==> config.mk <==
export PLATFORM = sky130hd
export DESIGN_NAME = cosim_commit_queue
export DESIGN_NICKNAME = d
export VERILOG_FILES = /design/src/rtl/cosim_commit_pkg.sv /design/src/rtl/cosim_fifo_2w1r.sv /design/src/rtl/cosim_commit_queue.sv
export SDC_FILE = /design/constraint.sdc
export NUM_CORES = 2
export LEC_CHECK = 0
export BUFFER_PORTS_ARGS = -buffer_cell sky130_fd_sc_hd__buf_4
export CORE_UTILIZATION = 50
export CTS_CLUSTER_DIAMETER = 50
export CTS_CLUSTER_SIZE = 10
export DETAILED_ROUTE_END_ITERATION = 10
export GPL_TIMING_DRIVEN = 0
export PLACE_DENSITY = 0.78
export SLEW_MARGIN = 10
export SYNTH_ARGS = -nofsm -noshare
export SYNTH_HDL_FRONTEND = slang
export SYNTH_SLANG_ARGS = --single-unit
==> constraint.sdc <==
create_clock -name clk -period 6.4 [get_ports clk]
set_input_delay 0 -clock clk [delete_from_list [all_inputs] [get_ports clk]]
set_output_delay 0 -clock clk [all_outputs]
set_load 0.005 [all_outputs]
==> src/rtl/cosim_commit_pkg.sv <==
// Record format and constants shared by the co-simulation commit queue and the bench-side checker.
package cosim_commit_pkg;

    localparam int XLEN_W   = 64;
    localparam int HART_W   = 8;
    localparam int SEQ_W    = 32;
    localparam int INS_W    = 32;
    localparam int DST_W    = 5;
    localparam int PRIV_W   = 2;

    localparam logic REC_COMMIT = 1'b0;
    localparam logic REC_IRQ    = 1'b1;

    typedef struct packed {
        logic                kind;
        logic [HART_W-1:0]   hart;
        logic [SEQ_W-1:0]    seq;
        logic [XLEN_W-1:0]   pc;
        logic [INS_W-1:0]    ins;
        logic [DST_W-1:0]    dst;
        logic                wr_valid;
        logic [XLEN_W-1:0]   data;
        logic                xcpt;
        logic [XLEN_W-1:0]   xcpt_cause;
        logic [PRIV_W-1:0]   priv;
    } cosim_rec_t;

endpackage

==> src/rtl/cosim_fifo_2w1r.sv <==
// Generic two-write, one-read synchronous FIFO. Slot 1 is written after slot 0 and
// must only be enabled together with slot 0; the caller guarantees free space.
module cosim_fifo_2w1r #(
    parameter type T     = logic [7:0],
    parameter int  DEPTH = 8,
    localparam int AW    = $clog2(DEPTH),
    localparam int CW    = AW + 1
) (
    input  logic          clk,
    input  logic          rst_n,
    input  logic          wr0_en,
    input  T              wr0_data,
    input  logic          wr1_en,
    input  T              wr1_data,
    input  logic          rd_en,
    output T              rd_data,
    output logic [CW-1:0] count
);

    T              mem_r [DEPTH];
    logic [AW-1:0] wr_ptr_r;
    logic [AW-1:0] rd_ptr_r;
    logic [CW-1:0] count_r;
    logic          pop_s;

    assign pop_s = rd_en && (count_r != {CW{1'b0}});
    assign count = count_r;

    // Storage array; no reset needed because the head output is gated while empty
    always_ff @(posedge clk) begin
        if (wr0_en) begin
            mem_r[wr_ptr_r] <= wr0_data;
        end
        if (wr1_en) begin
            mem_r[wr_ptr_r + AW'(1)] <= wr1_data;
        end
    end

    // Pointer and occupancy registers
    always_ff @(posedge clk or negedge rst_n) begin
        if (!rst_n) begin
            wr_ptr_r <= {AW{1'b0}};
            rd_ptr_r <= {AW{1'b0}};
            count_r  <= {CW{1'b0}};
        end else begin
            wr_ptr_r <= wr_ptr_r + AW'(wr0_en) + AW'(wr1_en);
            rd_ptr_r <= rd_ptr_r + AW'(pop_s);
            count_r  <= count_r + CW'(wr0_en) + CW'(wr1_en) - CW'(pop_s);
        end
    end

    // Head record, forced to zero while empty so reset reads back all-zero
    always_comb begin
        rd_data = '0;
        if (count_r != {CW{1'b0}}) begin
            rd_data = mem_r[rd_ptr_r];
        end else begin
            rd_data = '0;
        end
    end

endmodule

==> src/rtl/cosim_commit_queue.sv <==
// Per-hart producer of retire and external-interrupt records for Spike co-simulation,
// queued in program order with drop accounting when the checker falls behind.
module cosim_commit_queue
    import cosim_commit_pkg::*;
#(
    parameter int HART_ID = 0,
    parameter int DEPTH   = 8,
    parameter int XLEN    = 64
) (
    input  logic             clk,
    input  logic             rst_n,
    input  logic             commit_valid,
    input  logic [XLEN-1:0]  commit_pc,
    input  logic [31:0]      commit_ins,
    input  logic [4:0]       commit_dst,
    input  logic             commit_wr_valid,
    input  logic [XLEN-1:0]  commit_data,
    input  logic             commit_xcpt,
    input  logic [XLEN-1:0]  commit_xcpt_cause,
    input  logic [1:0]       commit_priv,
    input  logic [XLEN-1:0]  mip_ext,
    output logic             rec_valid,
    input  logic             rec_ready,
    output cosim_rec_t       rec,
    output logic             overflow,
    output logic [15:0]      drop_cnt
);

    localparam int CW = $clog2(DEPTH) + 1;

    logic [XLEN-1:0]  mip_q_r;
    logic [SEQ_W-1:0] seq_r;
    logic [15:0]      drop_cnt_r;
    logic             overflow_r;
    logic [CW-1:0]    count_s;
    logic [CW-1:0]    free_s;
    logic             irq_ev_s;
    logic             commit_acc_s;
    logic             irq_acc_s;
    logic [1:0]       drop_inc_s;
    logic [16:0]      drop_sum_s;
    cosim_rec_t       commit_rec_s;
    cosim_rec_t       irq_rec_s;
    cosim_rec_t       wr0_data_s;
    logic             wr0_en_s;
    logic             wr1_en_s;

    assign irq_ev_s = (mip_ext != mip_q_r);
    assign free_s   = CW'(DEPTH) - count_s;

    // Admission: the commit claims space first, the IRQ needs whatever is left after it
    always_comb begin
        commit_acc_s = 1'b0;
        irq_acc_s    = 1'b0;
        if (commit_valid && (free_s >= CW'(1))) begin
            commit_acc_s = 1'b1;
        end else begin
            commit_acc_s = 1'b0;
        end
        if (irq_ev_s && (free_s >= (commit_valid ? CW'(2) : CW'(1)))) begin
            irq_acc_s = 1'b1;
        end else begin
            irq_acc_s = 1'b0;
        end
        drop_inc_s = 2'(commit_valid && !commit_acc_s) + 2'(irq_ev_s && !irq_acc_s);
        drop_sum_s = {1'b0, drop_cnt_r} + 17'(drop_inc_s);
    end

    // Record assembly and placement of accepted events into the FIFO write slots
    always_comb begin
        commit_rec_s            = '0;
        commit_rec_s.kind       = REC_COMMIT;
        commit_rec_s.hart       = HART_W'(HART_ID);
        commit_rec_s.seq        = seq_r;
        commit_rec_s.pc         = XLEN_W'(commit_pc);
        commit_rec_s.ins        = commit_ins;
        commit_rec_s.dst        = commit_dst;
        commit_rec_s.wr_valid   = commit_wr_valid;
        commit_rec_s.data       = XLEN_W'(commit_data);
        commit_rec_s.xcpt       = commit_xcpt;
        commit_rec_s.xcpt_cause = XLEN_W'(commit_xcpt_cause);
        commit_rec_s.priv       = commit_priv;

        irq_rec_s      = '0;
        irq_rec_s.kind = REC_IRQ;
        irq_rec_s.hart = HART_W'(HART_ID);
        irq_rec_s.seq  = seq_r + SEQ_W'(commit_acc_s);
        irq_rec_s.data = XLEN_W'(mip_ext);

        if (commit_acc_s) begin
            wr0_data_s = commit_rec_s;
        end else begin
            wr0_data_s = irq_rec_s;
        end
        wr0_en_s = commit_acc_s || irq_acc_s;
        wr1_en_s = commit_acc_s && irq_acc_s;
    end

    // Interrupt history, sequence numbering and drop accounting
    always_ff @(posedge clk or negedge rst_n) begin
        if (!rst_n) begin
            mip_q_r    <= {XLEN{1'b0}};
            seq_r      <= {SEQ_W{1'b0}};
            drop_cnt_r <= 16'h0000;
            overflow_r <= 1'b0;
        end else begin
            mip_q_r <= mip_ext;
            seq_r   <= seq_r + SEQ_W'(commit_acc_s) + SEQ_W'(irq_acc_s);
            if (drop_inc_s != 2'd0) begin
                overflow_r <= 1'b1;
                drop_cnt_r <= (drop_sum_s > 17'h0FFFF) ? 16'hFFFF : drop_sum_s[15:0];
            end
        end
    end

    cosim_fifo_2w1r #(
        .T     (cosim_rec_t),
        .DEPTH (DEPTH)
    ) u_fifo (
        .clk      (clk),
        .rst_n    (rst_n),
        .wr0_en   (wr0_en_s),
        .wr0_data (wr0_data_s),
        .wr1_en   (wr1_en_s),
        .wr1_data (irq_rec_s),
        .rd_en    (rec_ready),
        .rd_data  (rec),
        .count    (count_s)
    );

    assign rec_valid = (count_s != {CW{1'b0}});
    assign overflow  = overflow_r;
    assign drop_cnt  = drop_cnt_r;

endmodule

==> qor.tcl <==
set qor(p_switching_uw) 28900
set qor(critical_path.startpoint) {mip_q_r[61]$_DFF_PN0_}
set qor(ys_dominant_reg_cell) {dfxtp_1}
set qor(async_reset_ff_share_pct) 5.46
set qor(totalWireLength_mm) 403
set qor(timing.fmax_mhz) 165
set qor(leakage_uw) 0.0463
set qor(drt_pass1_iterations) 7
set qor(timing.final.crit_share_pct) 94.9
set qor(synth_top_cells_by_area) {dfxtp_1, edfxtp_1, mux4_2}
set qor(die_height_um) 453
set qor(avgRoutedWirePerCell_um) 30.0
set qor(setup_tns_ns) 0
set qor(timing_max_transition_violations_final) 23
set qor(switching_share_pct) 41.0
set qor(failed_checks) {capacitance limit, slew limit}
set qor(synth-seq-area-share_pct) 52.6
set qor(yosys_warnings) 0
set qor(cts.path.max_buffers) 4
set qor(pin_count_of_the_biggest_net_entering_global_routing) 69
set qor(cts.sink_count) 2251
set qor(worst_clock_skew_ns) 0.0877
set qor(fin_nets) 10921
set qor(multiInputGateArea_um2) 43800
set qor(place.gp.congestion) 1.01
set qor(dpl.hpwl_mm) 267
set qor(layout.cells.most_common) {dfxtp_1}
set qor(synth.distinct_cells) 71
set qor(post_synthesis_cell_area_um2) 101000
set qor(synth.largest_area_cell) {dfxtp_1}
set qor(detail_route.drc_violations) 0
set qor(cpLargestDelayFamily) {buffers and inverters}
set qor(detailroute.via_count) 91836
set qor(groute.usage.overall_pct) 38.2
set qor(synth_cells) 9187
set qor(slowest_stage) {o21ai_2}
set qor(finish.instance_area_um2) 123000
set qor(ys_seq_elements) 2251
set qor(cts_tree) {yes}
set qor(p_comb_share_pct) 46.5
set qor(data_required_time_at_the_worst_endpoint_ns) 7.04
set qor(fp-row-count) 164
set qor(first_pass_grt_wire_length_mm) 583
set qor(clockRootBuffer) {clkbuf_16}
set qor(part_of_the_power_in_the_clock_network_pct) 20.9
set qor(initialDrtViolationCount) 14090
set qor(synthToLayoutAreaGrowth_pct) 21.5
set qor(setup_violations) 0
set qor(grt_setup_unrepaired) {false}
set qor(cp.arrival_ns) 6.72
set qor(fp.coreArea_um2) 201000
set qor(hold_viol_final) 0
set qor(cp_cell_sequence) {xnor2_1, nand4_1, nor4_1, nand4_1, nand2_1, inv_1, buf_2, o21ai_2, clkbuf_1, buf_2, o22ai_1}
set qor(status) {complete, but fails checks}
set qor(most-common-layout-cells) {dfxtp_1, nor2_1, o21ai_0}
set qor(width_of_the_chip_um) 453
set qor(clock_latency_ns) 0.97
set qor(cts_htree_levels) 5
set qor(port_buffers) 520
set qor(starting_density_of_the_core_pct) 50.6
set qor(dp_worst_slack_ns) -2.16
set qor(critical_path_peak_fanout) 19
set qor(worst_r2r_startpoint) {mip_q_r[61]$_DFF_PN0_}
set qor(worst-slew-pin-transition_ns) 1.58
set qor(path_clk_slew_ns) 0.06
set qor(post-synth-top-area-fraction_pct) 26.8
set qor(setup.worst_path.end_class) {register}
set qor(antenna_found_initial) 70
set qor(cellInternalPower_uw) 41500
set qor(syn-mean-instance-area_um2) 11.0
set qor(number_of_global_route_vias_before_repair) 89092
set qor(slew_headroom_pct) -5.37
set qor(number_of_max_cap_violations) 2
set qor(hold_path.class) {input pin to register}
set qor(ioPinCount) 593
set qor(dieArea_um2) 205000
set qor(overflow) 0
set qor(pwr_density_cell_nw_per_um2) 570
set qor(cp.buffers_inverters) 4
set qor(crit_path_max_incr_delay_ns) 1.06
set qor(power.share.sequential_pct) 32.6
set qor(crit_path_start_kind) {register}
set qor(worst-setup-path-type) {register to register}
set qor(place.detailed.instances) 12393
set qor(antenna_left) 0
set qor(layout-drive-gt1-share_pct) 15.1
set qor(final-seq-area_um2) 53400
set qor(worst_hold_startpoint) {commit_pc[51]}
set qor(worst_slack_ns) 0.324
set qor(finalWorstPathRequiredPeriod_ns) 6.08
set qor(final_cell_count_no_fill) 13430
set qor(synth-edff-count) 768
set qor(irDropWorstVdd_v) 0.000534
set qor(number_of_cts_inserted_buffers) 288
set qor(post_dp_cell_area_um2) 109000
set qor(layout.filler_cells) 15269
set qor(post_drt_via_cell_ratio) 6.84
kinds of logic after synthesis:
| family | share of synthesized area [%] |
|---|---|
| flops | 52.6 |
| xor+xnor | 1.22 |
| mux | 14.5 |
| fa+ha+maj | 0.360 |
| simple gates | 11.0 |
| compound gates | 16.0 |
| other cells | 0.00370 |
| buf+inv | 4.31 |
state kept, by name, indices dropped and copies added, names as in the netlist:
signal	count
drop_cnt	16
mip_q_r	64
overflow	1
seq_r	32
u_fifo.count	4
u_fifo.mem_r	2128
u_fifo.rd_ptr_r	3
u_fifo.wr_ptr_r	3
worst paths after layout:
check | slack, ns | end | depth (start not counted)
worst max-delay path | 0.32 | u_fifo.mem_r[4][258]$_DFFE_PP_ | 11
worst min-delay path | 0.008 | u_fifo.mem_r[2][220]$_SDFFE_PP0P_ | 4
worst max register to register | 0.32 | u_fifo.mem_r[4][258]$_DFFE_PP_ | 11
worst min register to register | 0.45 | u_fifo.mem_r[3][229]$_SDFFE_PP0P_ | 2
max in group asynchronous | 5.77 | mip_q_r[23]$_DFF_PN0_ | 4
min in group asynchronous | 0.21 | mip_q_r[15]$_DFF_PN0_ | 4
final cells by class:
class	instances	area share (%)
clock buffers	373	6.30
repair buffers	1114	8.20
flip-flops and latches	2251	43.3
diodes	69	0.140
inverters	39	0.139
plain buffers	1069	3.46
clock inverters	28	0.249
well taps	2656	2.69
multi-input cells	5831	35.5
layer usage:
metal  part of all wire, %  vias up  wire [um]  GRT usage [%]
met1                    33    44327     132000           45.2
met2                    44     8344     178000           57.9
met5                 0.089        -        358          0.560
met4                   8.4       34      33700           27.2
li1                      -    37260          -              -
met3                    15     1871      58600           13.3
Yosys cell counts (5+ instances only):
library cell	n
o2bb2ai_1	7
inv_1	38
a211oi_1	9
nor4_4	5
mux4_2	532
a31oi_1	6
edfxtp_1	768
nand2_1	688
nand3_1	713
o21ai_0	834
dfxtp_1	1360
and2_1	12
nand2b_1	11
xnor2_1	117
nor4_1	9
nand4_1	28
nor2b_1	5
o21a_1	13
buf_1	211
or3_1	11
dfrtp_1	123
buf_4	11
a32o_1	260
xor2_1	24
mux2i_1	267
a22oi_1	172
o22ai_1	91
a21oi_1	58
nor3_1	39
a2bb2oi_1	507
nor2_1	1025
buf_2	118
ha_1	22
a22o_1	275
and3_1	20
clkbuf_1	732
worst register-to-register path: cells and delay by family, from the launching register on:
| kind | cells | cell delay, ns |
|---|---|---|
| compound gates | 2 | 1.23 |
| xor+xnor | 1 | 0.60 |
| buf+inv | 4 | 1.98 |
| simple gates | 4 | 1.65 |
| flops | 1 | 0.37 |
power groups by stage:
stage          sequential (uW)  combinational, uW  clock [uW]
6_report                 22900              32700       14700
5_1_grt                  23200              33800       15100
4_1_cts                  22700              31300       14500
3_5_place_dp             23000              30800           0
3_3_place_gp             23200              29600           0
2_1_floorplan            22400              18300           0
repair_timing:
action	4_1_cts	5_1_grt
hold buffers	570	0
endpoints found under the setup margin	252	20
cloned	0	0
pin swaps	1	0
buffers inserted	1	0
endpoints found under the hold margin	2056	0
gates resized for setup	5	0
metrics by stage:
step / total power [uW] / hold WS (ns) / utilization [%]
after floorplan: 40700 / -0.296 / -
after global placement: 52800 / 0.118 / 54.2
after detailed placement: 53800 / -0.00193 / 54.5
after CTS: 68600 / 0.0000905 / 61.4
after global routing: 72100 / 0.0143 / 61.4
final: 70300 / 0.00780 / 61.5
(Power assumes the default switching activity.)
